### config.mk
export PLATFORM = sky130hd
export DESIGN_NAME = tpu_seq
export DESIGN_NICKNAME = d
export VERILOG_FILES = /design/src/rtl/tpu_seq.sv
export SDC_FILE = /design/constraint.sdc
export NUM_CORES = 1
export LEC_CHECK = 0
export BUFFER_PORTS_ARGS = -buffer_cell sky130_fd_sc_hd__buf_2
export CAP_MARGIN = 40
export CORE_ASPECT_RATIO = 0.9
export CORE_MARGIN = 2
export CORE_UTILIZATION = 44
export CTS_BUF_LIST = sky130_fd_sc_hd__clkbuf_2 sky130_fd_sc_hd__clkbuf_4 sky130_fd_sc_hd__clkbuf_8
export DETAILED_ROUTE_END_ITERATION = 10
export GPL_TIMING_DRIVEN = 0
export PLACE_DENSITY_LB_ADDON = 0.12
export SLEW_MARGIN = 25
export SYNTH_ARGS = -nofsm -noshare
export SYNTH_HDL_FRONTEND = slang
export SYNTH_SLANG_ARGS = --single-unit
### constraint.sdc
create_clock -name clk -period 5.1 [get_ports clk]
set_input_delay 1.02 -clock clk [delete_from_list [all_inputs] [get_ports clk]]
set_output_delay 1.02 -clock clk [all_outputs]
set_load 0.03 [all_outputs]
### src/rtl/tpu_seq.sv
// Host-command sequencer for the TPU bus: decodes one command at a time into
// TPU write/read cycles, a timed matmul wait, and a held read response.
module tpu_seq #(
  parameter int DATAW     = 64,
  parameter int ADDRW     = 16,
  parameter int MM_CYCLES = 23
) (
  input  logic             clk,
  input  logic             rst,
  input  logic             cmd_valid,
  output logic             cmd_ready,
  input  logic [2:0]       cmd_op,
  input  logic [2:0]       cmd_row,
  input  logic             cmd_half,
  input  logic [DATAW-1:0] cmd_data,
  output logic             rsp_valid,
  input  logic             rsp_ready,
  output logic [DATAW-1:0] rsp_data,
  output logic [ADDRW-1:0] tpu_addr,
  output logic             tpu_r_w,
  output logic [DATAW-1:0] tpu_wdata,
  input  logic [DATAW-1:0] tpu_rdata,
  output logic             busy,
  output logic             mm_done,
  output logic             err
);

  localparam int CW = $clog2(MM_CYCLES + 1);

  localparam logic [2:0] OP_NOP    = 3'd0;
  localparam logic [2:0] OP_WR_A   = 3'd1;
  localparam logic [2:0] OP_WR_B   = 3'd2;
  localparam logic [2:0] OP_WR_C   = 3'd3;
  localparam logic [2:0] OP_MATMUL = 3'd4;
  localparam logic [2:0] OP_RD_C   = 3'd5;

  typedef enum logic [2:0] {IDLE, ISSUE, HOLD, MM_WAIT, RSP} state_t;

  state_t           state_q, state_d;
  logic [2:0]       op_q;
  logic [2:0]       row_q;
  logic             half_q;
  logic [DATAW-1:0] data_q;
  logic [CW-1:0]    cnt_q, cnt_d;
  logic [DATAW-1:0] rsp_data_q, rsp_data_d;
  logic [ADDRW-1:0] op_addr;
  logic             accept;

  assign cmd_ready = (state_q == IDLE) && !rst;
  assign accept    = cmd_valid && cmd_ready;
  assign busy      = (state_q != IDLE);
  assign rsp_data  = rsp_data_q;

  // Row and half go straight into the low address bits, so no carry can leave the op's region.
  always_comb begin
    op_addr = '0;
    case (op_q)
      OP_WR_A:          op_addr = ADDRW'(32'h0100) | ADDRW'({row_q, 3'b000});
      OP_WR_B:          op_addr = ADDRW'(32'h0200) | ADDRW'({row_q, 3'b000});
      OP_WR_C, OP_RD_C: op_addr = ADDRW'(32'h0300) | ADDRW'({row_q, half_q, 3'b000});
      OP_MATMUL:        op_addr = ADDRW'(32'h0400);
      default:          op_addr = '0;
    endcase
  end

  always_ff @(posedge clk or posedge rst) begin
    if (rst) begin
      state_q    <= IDLE;
      op_q       <= '0;
      row_q      <= '0;
      half_q     <= 1'b0;
      data_q     <= '0;
      cnt_q      <= '0;
      rsp_data_q <= '0;
    end else begin
      state_q    <= state_d;
      cnt_q      <= cnt_d;
      rsp_data_q <= rsp_data_d;
      if (accept) begin
        op_q   <= cmd_op;
        row_q  <= cmd_row;
        half_q <= cmd_half;
        data_q <= cmd_data;
      end
    end
  end

  always_comb begin
    state_d    = state_q;
    cnt_d      = cnt_q;
    rsp_data_d = rsp_data_q;
    tpu_addr   = '0;
    tpu_r_w    = 1'b0;
    tpu_wdata  = '0;
    rsp_valid  = 1'b0;
    mm_done    = 1'b0;
    err        = 1'b0;
    unique case (state_q)
      IDLE: begin
        if (accept) state_d = ISSUE;
      end
      ISSUE: begin
        state_d = IDLE;
        case (op_q)
          OP_NOP: ;
          OP_WR_A, OP_WR_B: begin
            tpu_addr  = op_addr;
            tpu_r_w   = 1'b1;
            tpu_wdata = data_q;
          end
          OP_WR_C: begin
            tpu_addr  = op_addr;
            tpu_r_w   = 1'b1;
            tpu_wdata = data_q;
            state_d   = HOLD;
          end
          OP_MATMUL: begin
            tpu_addr = op_addr;
            tpu_r_w  = 1'b1;
            cnt_d    = '0;
            state_d  = MM_WAIT;
          end
          OP_RD_C: begin
            tpu_addr = op_addr;
            state_d  = HOLD;
          end
          default: err = 1'b1;
        endcase
      end
      HOLD: begin
        tpu_addr = op_addr;
        if (op_q == OP_RD_C) begin
          rsp_data_d = tpu_rdata;
          state_d    = RSP;
        end else begin
          tpu_r_w   = 1'b1;
          tpu_wdata = data_q;
          state_d   = IDLE;
        end
      end
      MM_WAIT: begin
        if (cnt_q == CW'(MM_CYCLES - 1)) begin
          mm_done = 1'b1;
          state_d = IDLE;
        end else begin
          cnt_d = cnt_q + CW'(1);
        end
      end
      RSP: begin
        rsp_valid = 1'b1;
        if (rsp_ready) state_d = IDLE;
      end
      default: state_d = IDLE;
    endcase
  end

endmodule

# Word-level counts from Yosys, hierarchy flattened
# Index checks and enable logic that the tools add are counted.
totals:
  reg_bits: 143
  input_bits: 139
  out_inout_bits: 150
  wordCells: 61
op_classes:
  add_sub_neg: 1
  n_eq_ne: 15
  muxes: 23
  n_reduce_logical: 15
op_table:
  columns: ["cell", "count"]
  rows:
  - ["$mux W64", 2]
  - ["$pmux W64 S2", 1]
  - ["$pmux W11 S4", 1]
  - ["$pmux W16 S2", 1]
  - ["$mux W16", 1]
  - ["$pmux W3 S5", 1]
  - ["$eq A3 B2 Y1 const B", 4]
  - ["$mux W3", 4]
  - ["$mux W5", 2]
  - ["$ne A2 B2 Y1 const B", 5]
  - ["$pmux W5 S2", 1]
  - ["$eq A3 B3 Y1 const B", 3]
  - ["$mux W1", 7]
  - ["$eq A3 B1 Y1 const B", 2]
  - ["$logic_not A3 Y1", 2]
  - ["$reduce_and A3 Y1", 2]
  - ["$reduce_or A6 Y1", 1]
  - ["$add A5 B1 Y5 const B", 1]
  - ["$eq A5 B5 Y1 const B", 1]
  - ["$reduce_or A5 Y1", 1]
  - ["$pmux W2 S2", 1]
  - ["$reduce_or A4 Y1", 1]
  - ["$reduce_bool A3 Y1", 1]
  - ["$reduce_or A3 Y1", 1]
  - ["other kinds (6)", 7]

# Logic depth before layout (Yosys ltp)
# Gate-level depths: netlist of run 1.
logic_depth:
  word_depth: 5
  mapped_depth: 6
  depth_no_buf: 5

# Worst setup path before layout of run 1
# No wires, ideal clock.
synth_timing:
  path_kind: "reg-to-output"
  from: "reg state_q[2]"
  to: "out tpu_wdata[10]"
  arrival_ns: 1.962
  t_required_ns: 4.080
  path_slack_ns: 2.118
  path_stages_with_launch: 7
  n_path_buf: 3
  cell_sequence: "dfrtp_1 > buf_2 > a21o_1 > o21bai_1 > buf_2 > buf_1 > nor3b_1"
synth_via:
  elab_chain_cells: 2
  elab_cells_between_ends: 3
  cone_classes: "eq/ne (2); mux (1)"
synth_rtl:
  columns: ["element", "line_no", "text"]
  rows:
  - ["start: declaration", "39", "state_t state_q, state_d;"]
  - ["start signal: assignment", "76", "state_q <= state_d;"]
  - ["$eq A3 B2 Y1 / $eq A3 B1 Y1 (equally long branches)", "98", "unique case (state_q)"]
  - ["$pmux W64 S2 (*)", "98", null]
  - ["end: declaration", "21", "output logic [DATAW-1:0] tpu_wdata,"]
# Every way passes the cells marked *; elsewhere a longest branch is shown, timed or not.

# Worst setup path in the final report of run 1
layout_timing:
  from: "reg state_q[1]"
  to: "out tpu_wdata[62]"
# Same word-level chain as after synthesis.

==> results of run 1 <==
==> logic make-up (layout without fill, tap and decap cells) <==
group	after synthesis	after routing	synth area share
adders and majority gates	2	2	0.00391
and+or+nand+nor	111	111	0.122
muxes	136	136	0.240
xor gates and xnor gates	5	5	0.00685
DFF	143	143	0.560
AOI/OAI and AO/OA	20	20	0.0227
buffers and inverters	49	361	0.0440
other	1	10	0.000587
==> final cells by class <==
cell class / count / area share
Tap cell: 193 / 0.0285
Antenna cell: 1 / 0.000295
Timing Repair Buffer: 280 / 0.168
Multi-Input combinational cell: 283 / 0.302
Sequential cell: 143 / 0.422
Clock buffer: 18 / 0.0292
Inverter: 4 / 0.00265
Clock inverter: 14 / 0.0168
Buffer: 45 / 0.0314
==> cell usage in the layout, fill, tap and decap left out, types with 5 or more instances in the layout <==
cell type  count
buf_1          5
buf_2        294
buf_4          9
buf_6          6
clkbuf_1      10
clkbuf_8      18
clkinv_2       5
conb_1         9
dfrtp_1      143
mux2_1        66
mux2_2        70
nand2_1        6
nand3_1        8
nor3_1         5
nor3b_1       65
==> metal layers <==
layer  part of all wire  track usage  vias up
met4              0.023       0.0711        2
met2               0.47        0.352      191
met3              0.093       0.0828       29
li1                   -            -     2266
met1               0.42        0.248     2287
met5            0.00073            0        -
==> final timing paths <==
check / endpoint / slack (ns) / cells past startpoint
worst min register to register: data_q[40] / 0.49 / 1
min in group asynchronous: state_q[1] / 0.62 / 2
worst min-delay path: data_q[40] / 0.49 / 1
worst max register to register: rsp_data[52] / 3.27 / 6
max in group asynchronous: data_q[30] / 3.75 / 3
worst max-delay path: tpu_wdata[62] / 1.54 / 6
==> critical path: cells and delay by family (launching register included) <==
kind,cells,cell delay [ns]
compound gates,1,0.48
buf+inv,3,0.81
flops,1,0.36
simple gates,2,0.43
==> power breakdown <==
| group | internal (mW) | switching, mW |
|---|---|---|
| combinational | 1.02 | 1.84 |
| sequential | 1.69 | 0.281 |
| clock | 0.446 | 0.444 |
==> flip-flops by register name, summed over array words and instances (netlist names) <==
register,count
cnt_q,5
data_q,64
half_q,1
op_q,3
row_q,3
rsp_data,64
state_q,3
==> metrics by stage <==
stage	util	TNS, ns
floorplan	-	0
global placement	0.571	-195.43
detailed placement	0.574	0
CTS	0.601	0
global route	0.602	0
finish	0.602	0
==> summary.md, run 1 <==
| Metric | Value |
|---|---|
| Hold_ws | 0.488 ns |
| Setup bufs post-CTS | 0 |
| Starting Density | 0.453 |
| Yosys top cell area share | 0.560 |
| Period utilization | 0.698 |
| Number of fill cells in the layout | 1206 |
| FF-to-FF Start | state_q[2] |
| Period minus WS final | 3.56 ns |
| Port bufs | 279 |
| Crit path max fanout | 10 |
| Rows | 41 |
| Status | finished, final reports clean |
| Overall Power | 5.72 mW |
| Nets@finish | 915 |
| Fin. max-slew vios | 0 |
| Final setup fails | 0 |
| Clock Latency Late Sink | 0.45 ns |
| Detailed Routing Iterations Pass 1 | 4 |
| CTS resizes | 0 |
| Critical path, cell by cell | buf_2 > or2_2 > a21oi_2 > clkbuf_1 > nor3b_1 > buf_2 |
| #FFs+latches synth | 143 |
| Final ANT Viol Nets | 0 |
| CP Capture Type | output port |
| CTS root buffer | clkbuf_8 |
| Rel. slew slack | 0.603 |
| Worst path arrival time | 2.54 ns |
| Drt drc | 0 |
| Predominant post-synthesis flop cell | dfrtp_1 |
| Synth top area cells | dfrtp_1 56%, mux2_2 12%, mux2_1 12% |
| Placed cell area | 0.00809 mm^2 |
| Placed cell count | 948 |
| Die area | 0.0155 mm^2 |
| Req. time, crit path | 4.08 ns |
| Post-route clock skew | 0.0107 ns |
| Largest net degree at the start of global routing | 78 |
| CORE AREA | 0.0141 mm^2 |
| DIE HEIGHT | 118 um |
| CTS tree | yes |
| Layout Cells excl Fill | 981 |
| Worst-path clk slew | 0.08 ns |
| Hpwl dp | 12300 um |
| Post-synth top area cell | dfrtp_1 |
| All-Layer GR Usage | 0.212 |
| Leading cell type by number of instances after synthesis | dfrtp_1 |
| Pre-CTS worst setup slack | 1.98 ns |
| Asr flop ratio synth | 1.00 |
| GRT overflow | 0 |
| H-tree level count | 4 |
| Clock sink count | 143 |
| HP Class | flip-flop to flip-flop |
| Peak Freq | 281 MHz |
| First-pass GRT wire length | 25200 um |
| Clock buffer depth | 2 |
| Multi-input gate area | 0.00256 mm^2 |
| Fin area | 0.00849 mm^2 |
| Yosys warnings | 0 |
| Critical path origin | state_q[1] |
| Vias in the first global route | 4848 |
| Final hold vios | 0 |
| Vias | 4775 |
| Total area of sequential cells | 0.00358 mm^2 |
| Leak | 4.12 nW |
| Slew @ Worst Pin | 0.595 ns |
| Area grow syn2layout | 32.8% |
| I/O pin total | 289 |
| 1st-iter DRT viols | 111 |
| Final wirelength | 16400 um |
| Final estimated routing congestion in global placement | 0.764 |
| Synth Area per Inst | 13.7 um^2 |
| Antenna violations before repair | 2 |
| Crit-path max cell delay | 0.48 ns |
| Crit path kind | flip-flop to output port |
| Share of cells above drive strength 1 | 0.532 |
| HP Start | data_q[40] |
| Power Density | 674 mW/mm^2 |
| RSZ-0062 raised after global routing | no |
| Crit start category | flip-flop |
| Slowest cell on crit path | a21oi_2 |
| Post-route setup slack | 1.54 ns |
| Mapped Area | 0.00639 mm^2 |
| Distinct cells, synth | 42 |
| Most frequent CP cell | buf_2 |
| Vias/cell | 4.87 |
| VDD IR max | 0.328 mV |
| Post-synth EDFFs | 0 |
| Most common library cells after synthesis | 143 x dfrtp_1, 70 x mux2_2, 66 x mux2_1 |
| Avg WL per Cell | 16.7 um |
| Die width | 131 um |
| Max_cap viols | 0 |
| Cells after Synth | 467 |
| CTS Buf Count | 17 |
| Post-synthesis sequential area ratio | 0.560 |
| Post-CTS Hold Fix Bufs | 0 |
Power figures use the tool's default switching activity.
==> run 2: changes to the inputs <==
--- a/config.mk
+++ b/config.mk
@@ -5,11 +5,12 @@
 export SDC_FILE = /design/constraint.sdc
 export NUM_CORES = 1
 export LEC_CHECK = 0
+export ABC_AREA = 1
 export BUFFER_PORTS_ARGS = -buffer_cell sky130_fd_sc_hd__buf_2
 export CAP_MARGIN = 40
 export CORE_ASPECT_RATIO = 0.9
 export CORE_MARGIN = 2
-export CORE_UTILIZATION = 44
+export CORE_UTILIZATION = 48
 export CTS_BUF_LIST = sky130_fd_sc_hd__clkbuf_2 sky130_fd_sc_hd__clkbuf_4 sky130_fd_sc_hd__clkbuf_8
 export DETAILED_ROUTE_END_ITERATION = 10
 export GPL_TIMING_DRIVEN = 0
==> constraint.sdc (replaced) <==
create_clock -name clk -period 3.65 [get_ports clk]
set_input_delay 0.73 -clock clk [delete_from_list [all_inputs] [get_ports clk]]
set_output_delay 0.73 -clock clk [all_outputs]
set_load 0.03 [all_outputs]
==> run 2 against run 1 <==
Setup slack worse by 0.83 ns; synthesized cell count up 62%; clock-buffer cell count up 9; area after synthesis decreased by 3.0%; core utilization increased by 6.4 points; global-route usage is 4.9 points higher; register-to-register slack got worse by 1.3 ns; via count up 20%; worst hold slack got worse by 0.16 ns; highest routed layer is now met4; combinational power up 33%; sequential power rose by 36%.
==> summary.md, run 2 <==
| Metric | Value |
|---|---|
| Status | finished, final reports clean (unchanged) |
| Antenna violations before repair | 2 (unchanged) |
| Worst path arrival time | 2.21 ns (was 2.54 ns) |
| DIE HEIGHT | 112 um (was 118 um) |
| Largest net degree at the start of global routing | 32 (was 78) |
| Crit start category | flip-flop (unchanged) |
| HP Class | input pin to async pin (was flip-flop to flip-flop) |
| RSZ-0062 raised after global routing | no (unchanged) |
| Final hold vios | 0 (unchanged) |
| Post-route clock skew | 0.00779 ns (was 0.0107 ns) |
| Yosys warnings | 0 (unchanged) |
| CP Capture Type | output port (unchanged) |
| Number of fill cells in the layout | 1148 (was 1206) |
| Worst-path clk slew | 0.07 ns (was 0.08 ns) |
| Period utilization | 0.806 |
| H-tree level count | 4 (unchanged) |
| Leading cell type by number of instances after synthesis | nand2_1 (was dfrtp_1) |
| Crit path kind | flip-flop to output port (unchanged) |
| Req. time, crit path | 2.92 ns (was 4.08 ns) |
| Power Density | 939 mW/mm^2 (was 674 mW/mm^2) |
| Predominant post-synthesis flop cell | dfrtp_1 (unchanged) |
| Vias/cell | 4.60 (was 4.87) |
| Placed cell count | 1211 (was 948) |
| Final wirelength | 17300 um (was 16400 um) |
| Post-synth EDFFs | 0 (unchanged) |
| Mapped Area | 0.00620 mm^2 (was 0.00639 mm^2) |
| Fin area | 0.00841 mm^2 (was 0.00849 mm^2) |
| Avg WL per Cell | 13.9 um (was 16.7 um) |
| Rows | 39 (was 41) |
| Layout Cells excl Fill | 1244 (was 981) |
| Die area | 0.0138 mm^2 (was 0.0155 mm^2) |
| Post-CTS Hold Fix Bufs | 0 (unchanged) |
| Post-synth top area cell | dfrtp_1 (unchanged) |
| Area grow syn2layout | 35.7% (was 32.8%) |
| Leak | 4.73 nW (was 4.12 nW) |
| CTS root buffer | clkbuf_8 (unchanged) |
| Setup TNS Final | 0 ns (unchanged) |
| Synth Area per Inst | 8.21 um^2 (was 13.7 um^2) |
| Cells after Synth | 755 (was 467) |
| #FFs+latches synth | 143 (unchanged) |
| Hold_ws | 0.326 ns (was 0.488 ns) |
| FF-to-FF setup slack | 2.00 ns (was 3.27 ns) |
| Asr flop ratio synth | 1.00 (unchanged) |
| Vias in the first global route | 5478 (was 4848) |
| Period minus WS final | 2.94 ns |
| GRT overflow | 0 (unchanged) |
| All-Layer GR Usage | 0.261 (was 0.212) |
| Drt drc | 0 (unchanged) |
| Crit path max fanout | 10 (unchanged) |
| Synth top area cells | dfrtp_1 58%, nand2_1 18%, o21ai_1 5.6% (was dfrtp_1 56%, mux2_2 12%, mux2_1 12%) |
| Clock buffer depth | 2 (unchanged) |
| Post-synthesis sequential area ratio | 0.577 (was 0.560) |
| Distinct cells, synth | 23 (was 42) |
| I/O pin total | 289 (unchanged) |
| Final setup fails | 0 (unchanged) |
| Peak Freq | 340 MHz |
| Final ANT Viol Nets | 0 (unchanged) |
| Most common library cells after synthesis | 295 x nand2_1, 143 x dfrtp_1, 83 x inv_1 (was 143 x dfrtp_1, 70 x mux2_2, 66 x mux2_1) |
| CTS tree | yes (unchanged) |
| Nets@finish | 1207 (was 915) |
| Setup bufs post-CTS | 0 (unchanged) |
| 1st-iter DRT viols | 326 (was 111) |
| Clock sink count | 143 (unchanged) |
| Die width | 124 um (was 131 um) |
| Clock Latency Late Sink | 0.45 ns (about the same) |
| CTS Buf Count | 17 (unchanged) |
| Max_cap viols | 0 (unchanged) |
| Starting Density | 0.491 (was 0.453) |
| Share of cells above drive strength 1 | 0.340 (was 0.532) |
| Commonest non-fill, non-tap cells in the layout | 299 x buf_2, 295 x nand2_1, 143 x dfrtp_1, 82 x inv_1, 79 x nor2_1 (was 294 x buf_2, 143 x dfrtp_1, 70 x mux2_2, 66 x mux2_1, 65 x nor3b_1) |
| CTS resizes | 0 (unchanged) |
| Commonest non-fill, non-tap cell in the layout | buf_2 (unchanged) |
| Hpwl dp | 13200 um (was 12300 um) |
| VDD IR max | 0.549 mV (was 0.328 mV) |
| First-pass GRT wire length | 27500 um (was 25200 um) |
| Yosys top cell area share | 0.577 (was 0.560) |
| Final estimated routing congestion in global placement | 0.845 (was 0.764) |
| Placed cell area | 0.00795 mm^2 (was 0.00809 mm^2) |
| Port bufs | 279 (unchanged) |
| CORE AREA | 0.0126 mm^2 (was 0.0141 mm^2) |
| Detailed Routing Iterations Pass 1 | 4 (unchanged) |
| Vias | 5728 (was 4775) |
| Fin. max-slew vios | 0 (unchanged) |
## run 2: cell types whose count changed in the layout (fill, tap and decap cells not counted), sizes merged, moves of 13 or more
cell / change
nor2: +75
o21ai: +78
buf: +13
mux2: -136
nor3b: -65
inv: +81
nand2: +288
## run 2: cells by family after synthesis
| group | share of synthesized area |
|---|---|
| adders and majority gates | 0.00404 |
| xor gates and xnor gates | 0.00283 |
| AOI/OAI and AO/OA | 0.0714 |
| and+or+nand+nor | 0.241 |
| DFF | 0.577 |
| buffers and inverters | 0.103 |
| other | 0.000605 |
## run 2: layout make-up
class / instances / area (um^2) / share of cell area
Clock inverter: 5 / 125 / 0.0149
Antenna cell: 1 / 2.50 / 0.000297
Tap cell: 164 / 205 / 0.0244
Multi-Input combinational cell: 488 / 2010 / 0.239
Buffer: 45 / 314 / 0.0373
Timing Repair Buffer: 284 / 1510 / 0.180
Clock buffer: 27 / 334 / 0.0397
Sequential cell: 143 / 3580 / 0.425
Inverter: 87 / 330 / 0.0393
## run 2: stage by stage
step            util  power [mW]  setup WS (ns)
2_1_floorplan      -        5.32           1.13
3_3_place_gp   0.620        6.43          0.116
3_5_place_dp   0.629        6.51           1.18
4_1_cts        0.665        7.97          0.645
5_1_grt        0.666        8.48          0.548
6_report       0.666        7.90          0.708
## run 2: per-layer routing
| layer | vias up | global-route usage | wire, um |
|---|---|---|---|
| li1 | 2884 | - | - |
| met5 | - | 0 | 0 |
| met2 | 215 | 0.416 | 8210 |
| met1 | 2596 | 0.326 | 7020 |
| met4 | 0 | 0.0955 | 408 |
| met3 | 33 | 0.0948 | 1620 |
## run 2: path summary, 6_finish.rpt
check                                end   startpoint  depth (start not counted)
hold / removal              rsp_data[14]          rst                          2
max in group asynchronous    rsp_data[3]          rst                          5
setup reg to reg                 op_q[0]   state_q[0]                          6
hold reg to reg              rsp_data[8]  rsp_data[8]                          2
setup / recovery           tpu_wdata[46]   state_q[2]                          8
min in group clk             rsp_data[8]  rsp_data[8]                          2
## run 2: power by group
part	total [mW]	internal [mW]	switching, mW
combinational	3.80	1.09	2.71
sequential	2.67	2.34	0.323
clock	1.44	0.864	0.572
## run 2: worst max-delay path, cell delays in order, from the launching register on
cell,delay (ns)
dfrtp_1,0.39
inv_2,0.10
nand3_1,0.22
nor2_1,0.17
a21oi_1,0.06
buf_4,0.18
buf_4,0.18
nor2_1,0.21
buf_2,0.25
==> run 3: changes to the inputs <==
==> constraint.sdc (replaced) <==
create_clock -name clk -period 2.8 [get_ports clk]
set_input_delay 0.56 -clock clk [delete_from_list [all_inputs] [get_ports clk]]
set_output_delay 0.56 -clock clk [all_outputs]
set_load 0.03 [all_outputs]
==> run 3 against run 2 <==
Routed wire length rose by 0.13%; sequential share of layout area shrank 0.076 points; combinational power rose by 31%; global-route usage about the same; cell area up 0.18%; largest power group unchanged; clock skew up 0.00084 ns; die area did not move; total power up 31%; worst hold slack got worse by 0.16 ns; cell count stayed put; critical path depth stayed put; register-to-register slack got worse by 0.89 ns.
==> summary.md, run 3 (synthesis results as in run 2) <==
| Metric | Value |
|---|---|
| Setup bufs post-CTS | 0 (unchanged) |
| CORE AREA | 0.0126 mm^2 (unchanged) |
| First-pass GRT wire length | 27500 um (about the same) |
| FF-to-FF Start | state_q[0] (unchanged) |
| CP Capture Type | output port (unchanged) |
| R2R cell count | 6 (unchanged) |
| Commonest non-fill, non-tap cells in the layout | 298 x buf_2, 295 x nand2_1, 143 x dfrtp_1, 82 x inv_1, 78 x nor2_1 (was 299 x buf_2, 295 x nand2_1, 143 x dfrtp_1, 82 x inv_1, 79 x nor2_1) |
| Crit start category | flip-flop (unchanged) |
| Nets@finish | 1207 (unchanged) |
| Drt drc | 0 (unchanged) |
| GRT overflow | 0 (unchanged) |
| Fin. max-slew vios | 0 (unchanged) |
| Largest net degree at the start of global routing | 32 (unchanged) |
| Post-route setup slack | 0.162 ns (was 0.708 ns) |
| Slowest cell on crit path | dfrtp_1 (unchanged) |
| Fin area | 0.00843 mm^2 (was 0.00841 mm^2) |
| Number of fill cells in the layout | 1145 (was 1148) |
| Detailed Routing Iterations Pass 1 | 4 (unchanged) |
| Worst path bufs/invs | 4 (unchanged) |
| CTS Buf Count | 17 (unchanged) |
| Period utilization | 0.942 |
| Clock sink count | 143 (unchanged) |
| Leak | 4.74 nW (was 4.73 nW) |
| Status | finished, final reports clean (unchanged) |
| Power Density | 1220 mW/mm^2 (was 939 mW/mm^2) |
| Critical path, cell by cell | inv_2 > nand3_2 > nor2_1 > a21oi_1 > buf_4 > buf_4 > nor2_1 > buf_2 (was inv_2 > nand3_1 > nor2_1 > a21oi_1 > buf_4 > buf_4 > nor2_1 > buf_2) |
| Crit path kind | flip-flop to output port (unchanged) |
| Multi-input gate area | 0.00202 mm^2 (was 0.00201 mm^2) |
| Vias | 5734 (was 5728) |
| Final estimated routing congestion in global placement | 0.845 (unchanged) |
| Area grow syn2layout | 35.9% (was 35.7%) |
| 1st-iter DRT viols | 338 (was 326) |
| CTS tree | yes (unchanged) |
| Vias/cell | 4.61 (was 4.60) |
| DIE HEIGHT | 112 um (unchanged) |
| RSZ-0062 raised after global routing | no (unchanged) |
| Worst path arrival time | 2.08 ns (was 2.21 ns) |
| Share of cells above drive strength 1 | 0.343 (was 0.340) |
| Clock Latency Late Sink | 0.44 ns (was 0.45 ns) |
| Final ANT Viol Nets | 0 (unchanged) |
| Hpwl dp | 13200 um (unchanged) |
| VDD IR max | 0.716 mV (was 0.549 mV) |
| Post-route clock skew | 0.00864 ns (was 0.00779 ns) |
| Max_cap viols | 0 (unchanged) |
| Overall Power | 10.3 mW (was 7.90 mW) |
| Port bufs | 279 (unchanged) |
| Placed cell area | 0.00795 mm^2 (unchanged) |
| HP Class | input pin to async pin (unchanged) |
| Worst-path clk slew | 0.07 ns (about the same) |
| Crit-path max cell delay | 0.39 ns (about the same) |
| FF-to-FF setup slack | 1.11 ns (was 2.00 ns) |
| Vias in the first global route | 5478 (unchanged) |
| Req. time, crit path | 2.24 ns (was 2.92 ns) |
| Final wirelength | 17300 um (about the same) |
| Final setup fails | 0 (unchanged) |
| Clock buffer depth | 2 (unchanged) |
| Final hold vios | 0 (unchanged) |
| Antenna violations before repair | 2 (unchanged) |
| All-Layer GR Usage | 0.261 (about the same) |
| Peak Freq | 379 MHz |
| Die width | 124 um (unchanged) |
| Setup TNS Final | 0 ns (unchanged) |
| I/O pin total | 289 (unchanged) |
| Pre-CTS worst setup slack | 0.498 ns (was 1.18 ns) |
| Top delay family on crit path | buffers and inverters (unchanged) |
| Starting Density | 0.491 (unchanged) |
| Worst reg2reg path endpoint | op_q[0] (unchanged) |
| Crit path max fanout | 10 (unchanged) |
| Avg WL per Cell | 13.9 um (about the same) |
| Commonest non-fill, non-tap cell in the layout | buf_2 (unchanged) |
| Rows | 39 (unchanged) |
| H-tree level count | 4 (unchanged) |
| Period minus WS final | 2.64 ns |
| CTS root buffer | clkbuf_8 (unchanged) |
| Total area of sequential cells | 0.00358 mm^2 (unchanged) |
| Die area | 0.0138 mm^2 (unchanged) |
run 3: routing by layer:
layer | wire, um | track usage
met1 | 7190 | 0.326
met2 | 8210 | 0.416
met3 | 1530 | 0.0948
met4 | 361 | 0.0955
met5 | 0 | 0
run 3: final cells by class:
cell class                 instances  area share
antenna                            1    0.000297
sequential                       143       0.425
multi-input combinational        488       0.240
tap                              164      0.0244
timing repair buffer             284       0.180
clock buffer                      27      0.0396
buffer                            45      0.0373
inverter                          87      0.0392
clock inverter                     5      0.0148
run 3: repair_timing:
item	CTS	global route
hold buffers	0	0
setup endpoints to repair	1	19
gates resized for setup	2	2
run 3: worst reg2reg max path: cells and delay by family (launching register included):
family	cells	cell delay (ns)
buffers and inverters	3	0.53
AOI/OAI and AO/OA	1	0.08
DFF	1	0.42
and+or+nand+nor	2	0.54
run 3: worst max-delay path by stage:
stage                     slack (ns)  startpoint            end  cells after the start
after CTS                       0.03  state_q[2]  tpu_wdata[51]                      8
final                           0.16  state_q[2]  tpu_wdata[38]                      8
after global placement         -0.56         rst    rsp_data[4]                      2
after floorplan                 0.45         rst       cnt_q[0]                      1
after global routing           0.005  state_q[2]  tpu_wdata[48]                      8
after detailed placement        0.50  state_q[2]  tpu_wdata[46]                      8
run 3: through the flow:
step / std cells / utilization / hold WS [ns]
after global placement: 1206 / 0.620 / 0.449
final: 1244 / 0.667 / 0.162
after CTS: 1243 / 0.666 / 0.131
after global routing: 1244 / 0.667 / 0.157
after detailed placement: 1211 / 0.629 / 0.453
after floorplan: 763 / - / 0.486
run 3: report_power, final:
group	switching (mW)	internal, mW
Combinational	3.54	1.42
Clock	0.742	1.13
Sequential	0.422	3.05
Total	4.71	5.60
